--- src/rtl/reset_sequencer_pkg.sv ---
// Shared types and constants for the staged board reset sequencer.
// Latency: n/a (package). Backpressure: n/a.
// Contents: FSM state encoding, synchronizer depths, constant max helper.
package reset_sequencer_pkg;

    typedef enum logic [1:0] {
        WAIT_LOCK = 2'd0,
        HOLD      = 2'd1,
        RELEASE   = 2'd2,
        DONE      = 2'd3
    } rst_seq_state_t;

    localparam int RST_SYNC_STAGES  = 3;
    localparam int LOCK_SYNC_STAGES = 2;

    // Elaboration-time helper used to size the shared counters.
    function automatic int max4(input int a, input int b, input int c, input int d);
        int m;
        m = a;
        if (b > m) m = b;
        if (c > m) m = c;
        if (d > m) m = d;
        return m;
    endfunction

endpackage

--- src/rtl/reset_sequencer_timer.sv ---
// Loadable saturating down-counter with a zero flag, shared by filter/hold/step timing.
// Latency: load takes effect on the next edge; done reflects the registered count.
// Backpressure: none; en only decrements, counting stops at zero.
// Ports: clk, rst (async, active-high), load/load_val, en (decrement), done (count == 0).
module reset_sequencer_timer #(
    parameter int W = 8
) (
    input  logic         clk,
    input  logic         rst,
    input  logic         load,
    input  logic [W-1:0] load_val,
    input  logic         en,
    output logic         done
);

    logic [W-1:0] cnt_q;

    always_ff @(posedge clk or posedge rst) begin
        if (rst) begin
            cnt_q <= '0;
        end else if (load) begin
            cnt_q <= load_val;
        end else if (en && (cnt_q != '0)) begin
            cnt_q <= cnt_q - 1'b1;
        end
    end

    assign done = (cnt_q == '0);

endmodule

--- src/rtl/rst_sync.sv ---
// Async-assert / sync-deassert reset synchronizer (active-high in and out).
// Latency: assertion immediate; deassertion on the STAGES-th clk edge after async_reset falls.
// Backpressure: none.
// Ports: clk, async_reset (raw async reset), sync_reset (synchronized reset).
module rst_sync #(
    parameter int STAGES = 3
) (
    input  logic clk,
    input  logic async_reset,
    output logic sync_reset
);

    (* ASYNC_REG = "TRUE" *) logic [STAGES-1:0] sync_q;

    always_ff @(posedge clk or posedge async_reset) begin
        if (async_reset) begin
            sync_q <= '1;
        end else begin
            sync_q <= {sync_q[STAGES-2:0], 1'b0};
        end
    end

    assign sync_reset = sync_q[STAGES-1];

endmodule

--- src/rtl/reset_sequencer.sv ---
// Staged board reset controller: filters PLL lock, holds, then releases domain resets in index order.
// Latency: domain_reset[0] falls 2+LOCK_FILTER+HOLD_CYCLES edges after lock; STEP_CYCLES per further domain.
// Backpressure: none; lock loss restarts from WAIT_LOCK, sw_reset_req (RELEASE/DONE) restarts from HOLD.
// Ports: clk, async_reset (async active-high), pll_locked (async), sw_reset_req (clk-sync pulse),
//        domain_reset[NUM_DOMAINS], seq_done, lock_timeout, state_dbg.
// Optional: RST_SEQ_WATCHDOG_EN builds the lock watchdog; otherwise lock_timeout is tied low.
module reset_sequencer
    import reset_sequencer_pkg::*;
#(
    parameter int NUM_DOMAINS = 4,
    parameter int LOCK_FILTER = 8,
    parameter int HOLD_CYCLES = 64,
    parameter int STEP_CYCLES = 16,
    parameter int WDOG_CYCLES = 65536
) (
    input  logic                   clk,
    input  logic                   async_reset,
    input  logic                   pll_locked,
    input  logic                   sw_reset_req,
    output logic [NUM_DOMAINS-1:0] domain_reset,
    output logic                   seq_done,
    output logic                   lock_timeout,
    output logic [1:0]             state_dbg
);

    localparam int CNT_MAX = max4(LOCK_FILTER, HOLD_CYCLES, STEP_CYCLES, WDOG_CYCLES);
    localparam int CNT_W   = $clog2(CNT_MAX + 1);
    localparam int IDX_W   = (NUM_DOMAINS > 1) ? $clog2(NUM_DOMAINS) : 1;

    // The timer counts down and flags zero, so hold/step load one less than
    // their cycle count: the FSM acts on the edge after the count hits zero.
    // The filter loads the full count because it only decrements on lock_s=1.
    localparam logic [CNT_W-1:0] LF_LOAD   = CNT_W'(LOCK_FILTER);
    localparam logic [CNT_W-1:0] HOLD_LOAD = CNT_W'(HOLD_CYCLES - 1);
    localparam logic [CNT_W-1:0] STEP_LOAD = CNT_W'(STEP_CYCLES - 1);
    localparam logic [IDX_W-1:0] LAST_IDX  = IDX_W'(NUM_DOMAINS - 1);

    logic rst_i;
    logic lock_s;

    rst_seq_state_t         state_q, state_d;
    logic [NUM_DOMAINS-1:0] dr_q, dr_d;
    logic                   done_q, done_d;
    logic [IDX_W-1:0]       idx_q, idx_d;

    logic             tmr_load;
    logic [CNT_W-1:0] tmr_val;
    logic             tmr_en;
    logic             tmr_done;

    logic             rel_go;
    logic [IDX_W-1:0] rel_idx;

    rst_sync #(
        .STAGES (RST_SYNC_STAGES)
    ) u_rst_sync (
        .clk         (clk),
        .async_reset (async_reset),
        .sync_reset  (rst_i)
    );

    // Lock synchronizer is held clear in reset so a lock already present
    // during reset still has to pass the full filter afterwards.
    (* ASYNC_REG = "TRUE" *) logic [LOCK_SYNC_STAGES-1:0] lock_sync_q;

    always_ff @(posedge clk or posedge rst_i) begin
        if (rst_i) begin
            lock_sync_q <= '0;
        end else begin
            lock_sync_q <= {lock_sync_q[LOCK_SYNC_STAGES-2:0], pll_locked};
        end
    end

    assign lock_s = lock_sync_q[LOCK_SYNC_STAGES-1];

    reset_sequencer_timer #(
        .W (CNT_W)
    ) u_timer (
        .clk      (clk),
        .rst      (rst_i),
        .load     (tmr_load),
        .load_val (tmr_val),
        .en       (tmr_en),
        .done     (tmr_done)
    );

    always_ff @(posedge clk or posedge rst_i) begin
        if (rst_i) begin
            state_q <= WAIT_LOCK;
            dr_q    <= '1;
            done_q  <= 1'b0;
            idx_q   <= '0;
        end else begin
            state_q <= state_d;
            dr_q    <= dr_d;
            done_q  <= done_d;
            idx_q   <= idx_d;
        end
    end

    always_comb begin
        state_d  = state_q;
        dr_d     = dr_q;
        done_d   = done_q;
        idx_d    = idx_q;
        tmr_load = 1'b0;
        tmr_val  = '0;
        tmr_en   = 1'b0;
        rel_go   = 1'b0;
        rel_idx  = '0;

        case (state_q)
            WAIT_LOCK: begin
                if (!lock_s) begin
                    tmr_load = 1'b1;
                    tmr_val  = LF_LOAD;
                end else if (tmr_done) begin
                    state_d  = HOLD;
                    tmr_load = 1'b1;
                    tmr_val  = HOLD_LOAD;
                end else begin
                    tmr_en = 1'b1;
                end
            end
            HOLD: begin
                if (!lock_s) begin
                    state_d  = WAIT_LOCK;
                    dr_d     = '1;
                    done_d   = 1'b0;
                    idx_d    = '0;
                    tmr_load = 1'b1;
                    tmr_val  = LF_LOAD;
                end else if (tmr_done) begin
                    rel_go  = 1'b1;
                    rel_idx = '0;
                end else begin
                    tmr_en = 1'b1;
                end
            end
            RELEASE, DONE: begin
                // Lock loss is checked first so it wins over a same-cycle sw request.
                if (!lock_s) begin
                    state_d  = WAIT_LOCK;
                    dr_d     = '1;
                    done_d   = 1'b0;
                    idx_d    = '0;
                    tmr_load = 1'b1;
                    tmr_val  = LF_LOAD;
                end else if (sw_reset_req) begin
                    state_d  = HOLD;
                    dr_d     = '1;
                    done_d   = 1'b0;
                    idx_d    = '0;
                    tmr_load = 1'b1;
                    tmr_val  = HOLD_LOAD;
                end else if ((state_q == RELEASE) && tmr_done) begin
                    rel_go  = 1'b1;
                    rel_idx = idx_q + 1'b1;
                end else if (state_q == RELEASE) begin
                    tmr_en = 1'b1;
                end
            end
            default: begin
                state_d = WAIT_LOCK;
                dr_d    = '1;
                done_d  = 1'b0;
                idx_d   = '0;
            end
        endcase

        // Releasing the last domain goes straight to DONE, so a single-domain
        // build skips RELEASE entirely.
        if (rel_go) begin
            dr_d[rel_idx] = 1'b0;
            idx_d         = rel_idx;
            if (rel_idx == LAST_IDX) begin
                state_d = DONE;
                done_d  = 1'b1;
            end else begin
                state_d  = RELEASE;
                tmr_load = 1'b1;
                tmr_val  = STEP_LOAD;
            end
        end
    end

`ifdef RST_SEQ_WATCHDOG_EN
    logic [CNT_W-1:0] wdog_q;
    logic             lock_timeout_q;

    always_ff @(posedge clk or posedge rst_i) begin
        if (rst_i) begin
            wdog_q         <= '0;
            lock_timeout_q <= 1'b0;
        end else if (state_q == WAIT_LOCK) begin
            if (wdog_q != '1) begin
                wdog_q <= wdog_q + 1'b1;
            end
            // Flag rises on the edge the count reaches WDOG_CYCLES.
            if (wdog_q >= CNT_W'(WDOG_CYCLES - 1)) begin
                lock_timeout_q <= 1'b1;
            end
        end else begin
            wdog_q <= '0;
        end
    end

    assign lock_timeout = lock_timeout_q;
`else
    assign lock_timeout = 1'b0;
`endif

    assign domain_reset = dr_q;
    assign seq_done     = done_q;
    assign state_dbg    = state_q;

endmodule

--- config.mk ---
export PLATFORM = sky130hd
export DESIGN_NAME = reset_sequencer
export DESIGN_NICKNAME = d
export VERILOG_FILES = /design/src/rtl/reset_sequencer_pkg.sv /design/src/rtl/reset_sequencer_timer.sv /design/src/rtl/rst_sync.sv /design/src/rtl/reset_sequencer.sv
export SDC_FILE = /design/constraint.sdc
export NUM_CORES = 1
export LEC_CHECK = 0
export ABC_AREA = 1
export CORE_MARGIN = 2
export CORE_UTILIZATION = 45
export CTS_BUF_LIST = sky130_fd_sc_hd__clkbuf_8
export DETAILED_ROUTE_END_ITERATION = 16
export PLACE_DENSITY_LB_ADDON = 0.1
export SLEW_MARGIN = 20
export SYNTH_ARGS = -nofsm -noshare
export SYNTH_HDL_FRONTEND = slang
export SYNTH_SLANG_ARGS = --single-unit
export TNS_END_PERCENT = 5
--- constraint.sdc ---
create_clock -name clk -period 2.8 [get_ports clk]
set_input_delay 0.7 -clock clk [delete_from_list [all_inputs] [get_ports clk]]
set_output_delay 0.7 -clock clk [all_outputs]
set_load 0.02 [all_outputs]
==> out/summary.txt <==
RSZ-0062 raised after global routing -> no
count of flip-flops with a built-in enable after synthesis -> 0
met3 GRT Util -> 5.622%
worst path bufs/invs -> 1
PortBufs -> 10
Routed WL per cell -> 12.09 um
number of endpoints failing setup at the final stage -> 0
# Max-Cap Violations -> 0
number of top-level pins -> 12
net switching power figure -> 717.8 uW
insertion delay to the later sink of the worst-skew pair -> 290 ps
dominant cell by count in the synthesized netlist -> sky130_fd_sc_hd__nand2_1
layer with the highest usage after global routing -> met2
root buffer selected by CTS -> sky130_fd_sc_hd__clkbuf_8
worst-case reg-to-reg path depth -> 13
TNS Setup -> 0 ps
drt drc -> 0
top-area cell type share of the netlist area -> 34.36%
wire length reported by the detailed router -> 3372 um
number of gates resized after CTS -> 0
overall die height -> 66.33 um
Synth-to-Final Area Change -> 14.32%
required time of the critical path -> 2100 ps
Layout Skew -> 2.894 ps
leakage power summed over all cells -> 0.0009731 uW
share of the yosys chip area belonging to registers -> 44.88%
buffer levels on the longest clock path -> 2
total standard cell area after synthesis -> 1748 um^2
slowest stage delay, CP -> 600 ps
cell row count -> 22
pins over their slew limit -> 0
list of most frequent post-synthesis cells -> 57 x sky130_fd_sc_hd__nand2_1, 37 x sky130_fd_sc_hd__nor2_1, 24 x sky130_fd_sc_hd__dfrtp_1
async set-or-reset flop fraction in the synthesized netlist -> 100.0%
share of power burned in combinational logic -> 41.3%
final critical-path share of the clock period -> 75.81%
Sw Share -> 42.53%
upper clock frequency limit -> 0.4711 GHz
Antenna diodes -> 0
GRT overflow -> 0
vias in the first global route -> 1,379
critical path arrival -> 1420 ps
startpoint kind of the worst setup timing path -> flop
flip-flop and latch count after synthesis -> 31
ranking of synthesized cells by area -> sky130_fd_sc_hd__dfrtp_1 34%, sky130_fd_sc_hd__nand2_1 12%, sky130_fd_sc_hd__dfstp_2 11%
core area -> 3689 um^2
largest fanout of any net on the critical path -> 2
power share of the sequential group -> 36.8%
endpoint class of the critical path -> output pin
total number of vias -> 1,383
clock tree from TritonCTS -> yes
number of cells on the critical path -> 1
Detailed Route Iter0 Violations -> 108
run status -> complete, no violations
Slew Limit Headroom -> 60.70%
Global Route met2 Usage -> 30.13%
Setup Fix Bufs, Post-CTS -> 0
post-synthesis cell type with the largest combined area -> sky130_fd_sc_hd__dfrtp_1
hpwl dp -> 2463 um
capture instance of the worst register-to-register path -> u_timer.cnt_q[0]
count of final hold-check violations -> 0
first-pass iteration count of the detailed router -> 4
initial antenna violation count -> 0
number of sinks driven by the clock tree -> 31
CP max stage cell -> sky130_fd_sc_hd__clkdlybuf4s50_1
worst path cell trace -> clkdlybuf4s50_1
GR met1 Demand/Resource -> 23.80%
worst-case vdd ir drop -> 0.4232 mV
FF-to-FF setup slack -> 880 ps
time the final worst path needs with I/O delays and setup -> 2123 ps
proportion of power drawn by the clock network -> 21.8%
fraction of layout cells with a size suffix above 1 -> 17.32%
critical path start-end classification -> reg -> out
average cell area after synthesis -> 8.206 um^2
initial core utilization -> 47.39%
aggregate global-route resource usage -> 18.98%
Tightest Pin Transition -> 588.7 ps
Worst Hold Class -> reg -> async
P_int -> 969.7 uW
CTS Hold Bufs -> 0
worst reg2reg path startpoint -> u_timer.cnt_q[0]
Horiz. Die Dim -> 66.33 um
power density over cell area -> 844.5 nW/um^2
number of distinct library cells after synthesis -> 31
number of CTS-inserted buffers -> 5
vias per std cell -> 4.957
number of warnings printed during yosys synthesis -> 0
delay-heaviest family, CP -> buffers and inverters
clock transition time at the flip-flop clock pins of the worst setup and hold paths -> 70 ps
minimum hold slack -> 320.4 ps
first-pass GRT wire length -> 6203 um
FILL cells -> 362
instance count of the mapped netlist -> 213
global placer's final weighted congestion -> 0.8482
residual antenna-violating net count after detailed routing -> 0
pin count of the biggest net entering global routing -> 29
Die Area -> 4399 um^2
net total in the final layout -> 236
number of H-tree branching levels -> 2
dominant synthesized flop cell -> sky130_fd_sc_hd__dfrtp_1
-- layer usage --
metal / part of all wire [%] / vias up
li1: - / 698
met1: 47 / 641
met2: 46 / 39
met3: 5.2 / 5
met4: 1.9 / 0
met5: 0 / -
-- layout make-up --
class	count	area (um^2)	area share [%]
Multi-Input combinational cell	157	865.8	43.33
Inverter	25	93.84	4.696
Tap cell	48	60.06	3.006
Clock inverter	3	25.02	1.252
Timing Repair Buffer	10	100.1	5.009
Clock buffer	5	68.82	3.444
Sequential cell	31	784.5	39.26
-- metrics by stage --
step / cell area (um^2) / setup WS, ps / cells / util, % / power, uW
after floorplan: 1752 / 1096 / 214 / - / 1170
after global placement: 1904 / 537.0 / 271 / 51.63 / 1304
after detailed placement: 1904 / 481.5 / 271 / 51.63 / 1326
after CTS: 1998 / 660.7 / 279 / 54.17 / 1704
after global routing: 1998 / 631.0 / 279 / 54.17 / 1834
final: 1998 / 677.2 / 279 / 54.17 / 1687
-- sequential cells by signal, summed over array words and instances (netlist names) --
name               flops
state_dbg              2
idx_q                  2
u_timer.cnt_q         17
seq_done               1
lock_sync_q            2
u_rst_sync.sync_q      3
domain_reset           4
-- layout by cell type, fill, tap and decap left out, drive strengths merged --
| cell | synthesis | layout |
|---|---|---|
| a21oi | 5 | 5 |
| a31o | 1 | 1 |
| a31oi | 1 | 1 |
| clkbuf | 0 | 5 |
| clkdlybuf4s50 | 0 | 10 |
| clkinv | 1 | 3 |
| clkinvlp | 0 | 1 |
| conb | 1 | 2 |
| dfrtp | 24 | 24 |
| dfstp | 7 | 7 |
| ha | 2 | 2 |
| inv | 24 | 24 |
| nand2 | 64 | 64 |
| nand3 | 9 | 9 |
| nand4 | 3 | 3 |
| nor2 | 44 | 44 |
| nor3 | 3 | 3 |
| nor3b | 2 | 2 |
| o211ai | 1 | 1 |
| o21ai | 7 | 7 |
| o22ai | 1 | 1 |
| xnor2 | 7 | 7 |
| xor2 | 5 | 5 |
-- worst max-delay path by stage --
| stage | startpoint | end | slack (ps) |
|---|---|---|---|
| 2_1_floorplan | sw_reset_req | u_timer.cnt_q[3] | 1100 |
| 3_3_place_gp | sw_reset_req | u_timer.cnt_q[14] | 540 |
| 3_5_place_dp | sw_reset_req | u_timer.cnt_q[3] | 480 |
| 4_1_cts | domain_reset[1] | domain_reset[1] | 660 |
| 5_1_grt | domain_reset[1] | domain_reset[1] | 630 |
| 6_report | domain_reset[1] | domain_reset[1] | 680 |
-- logic make-up (layout without fill, tap and decap cells) --
kind of cell,Yosys count,in the layout,synth area share (%)
simple gates,125,125,36.58
flops,31,31,44.88
buf+inv,26,43,5.798
compound gates,16,16,5.083
xor+xnor,12,12,6.013
fa+ha+maj,2,2,1.431
other cells,1,2,0.2145
-- power by group through the flow --
stage                     clock network [uW]  logic, uW  registers [uW]
after floorplan                            0        541             629
after global placement                     0        676             628
after detailed placement                   0        697             630
after CTS                                382        701             622
after global routing                     402        797             636
final                                    369        698             621
Note: power is estimated with default switching activity, not from simulation.
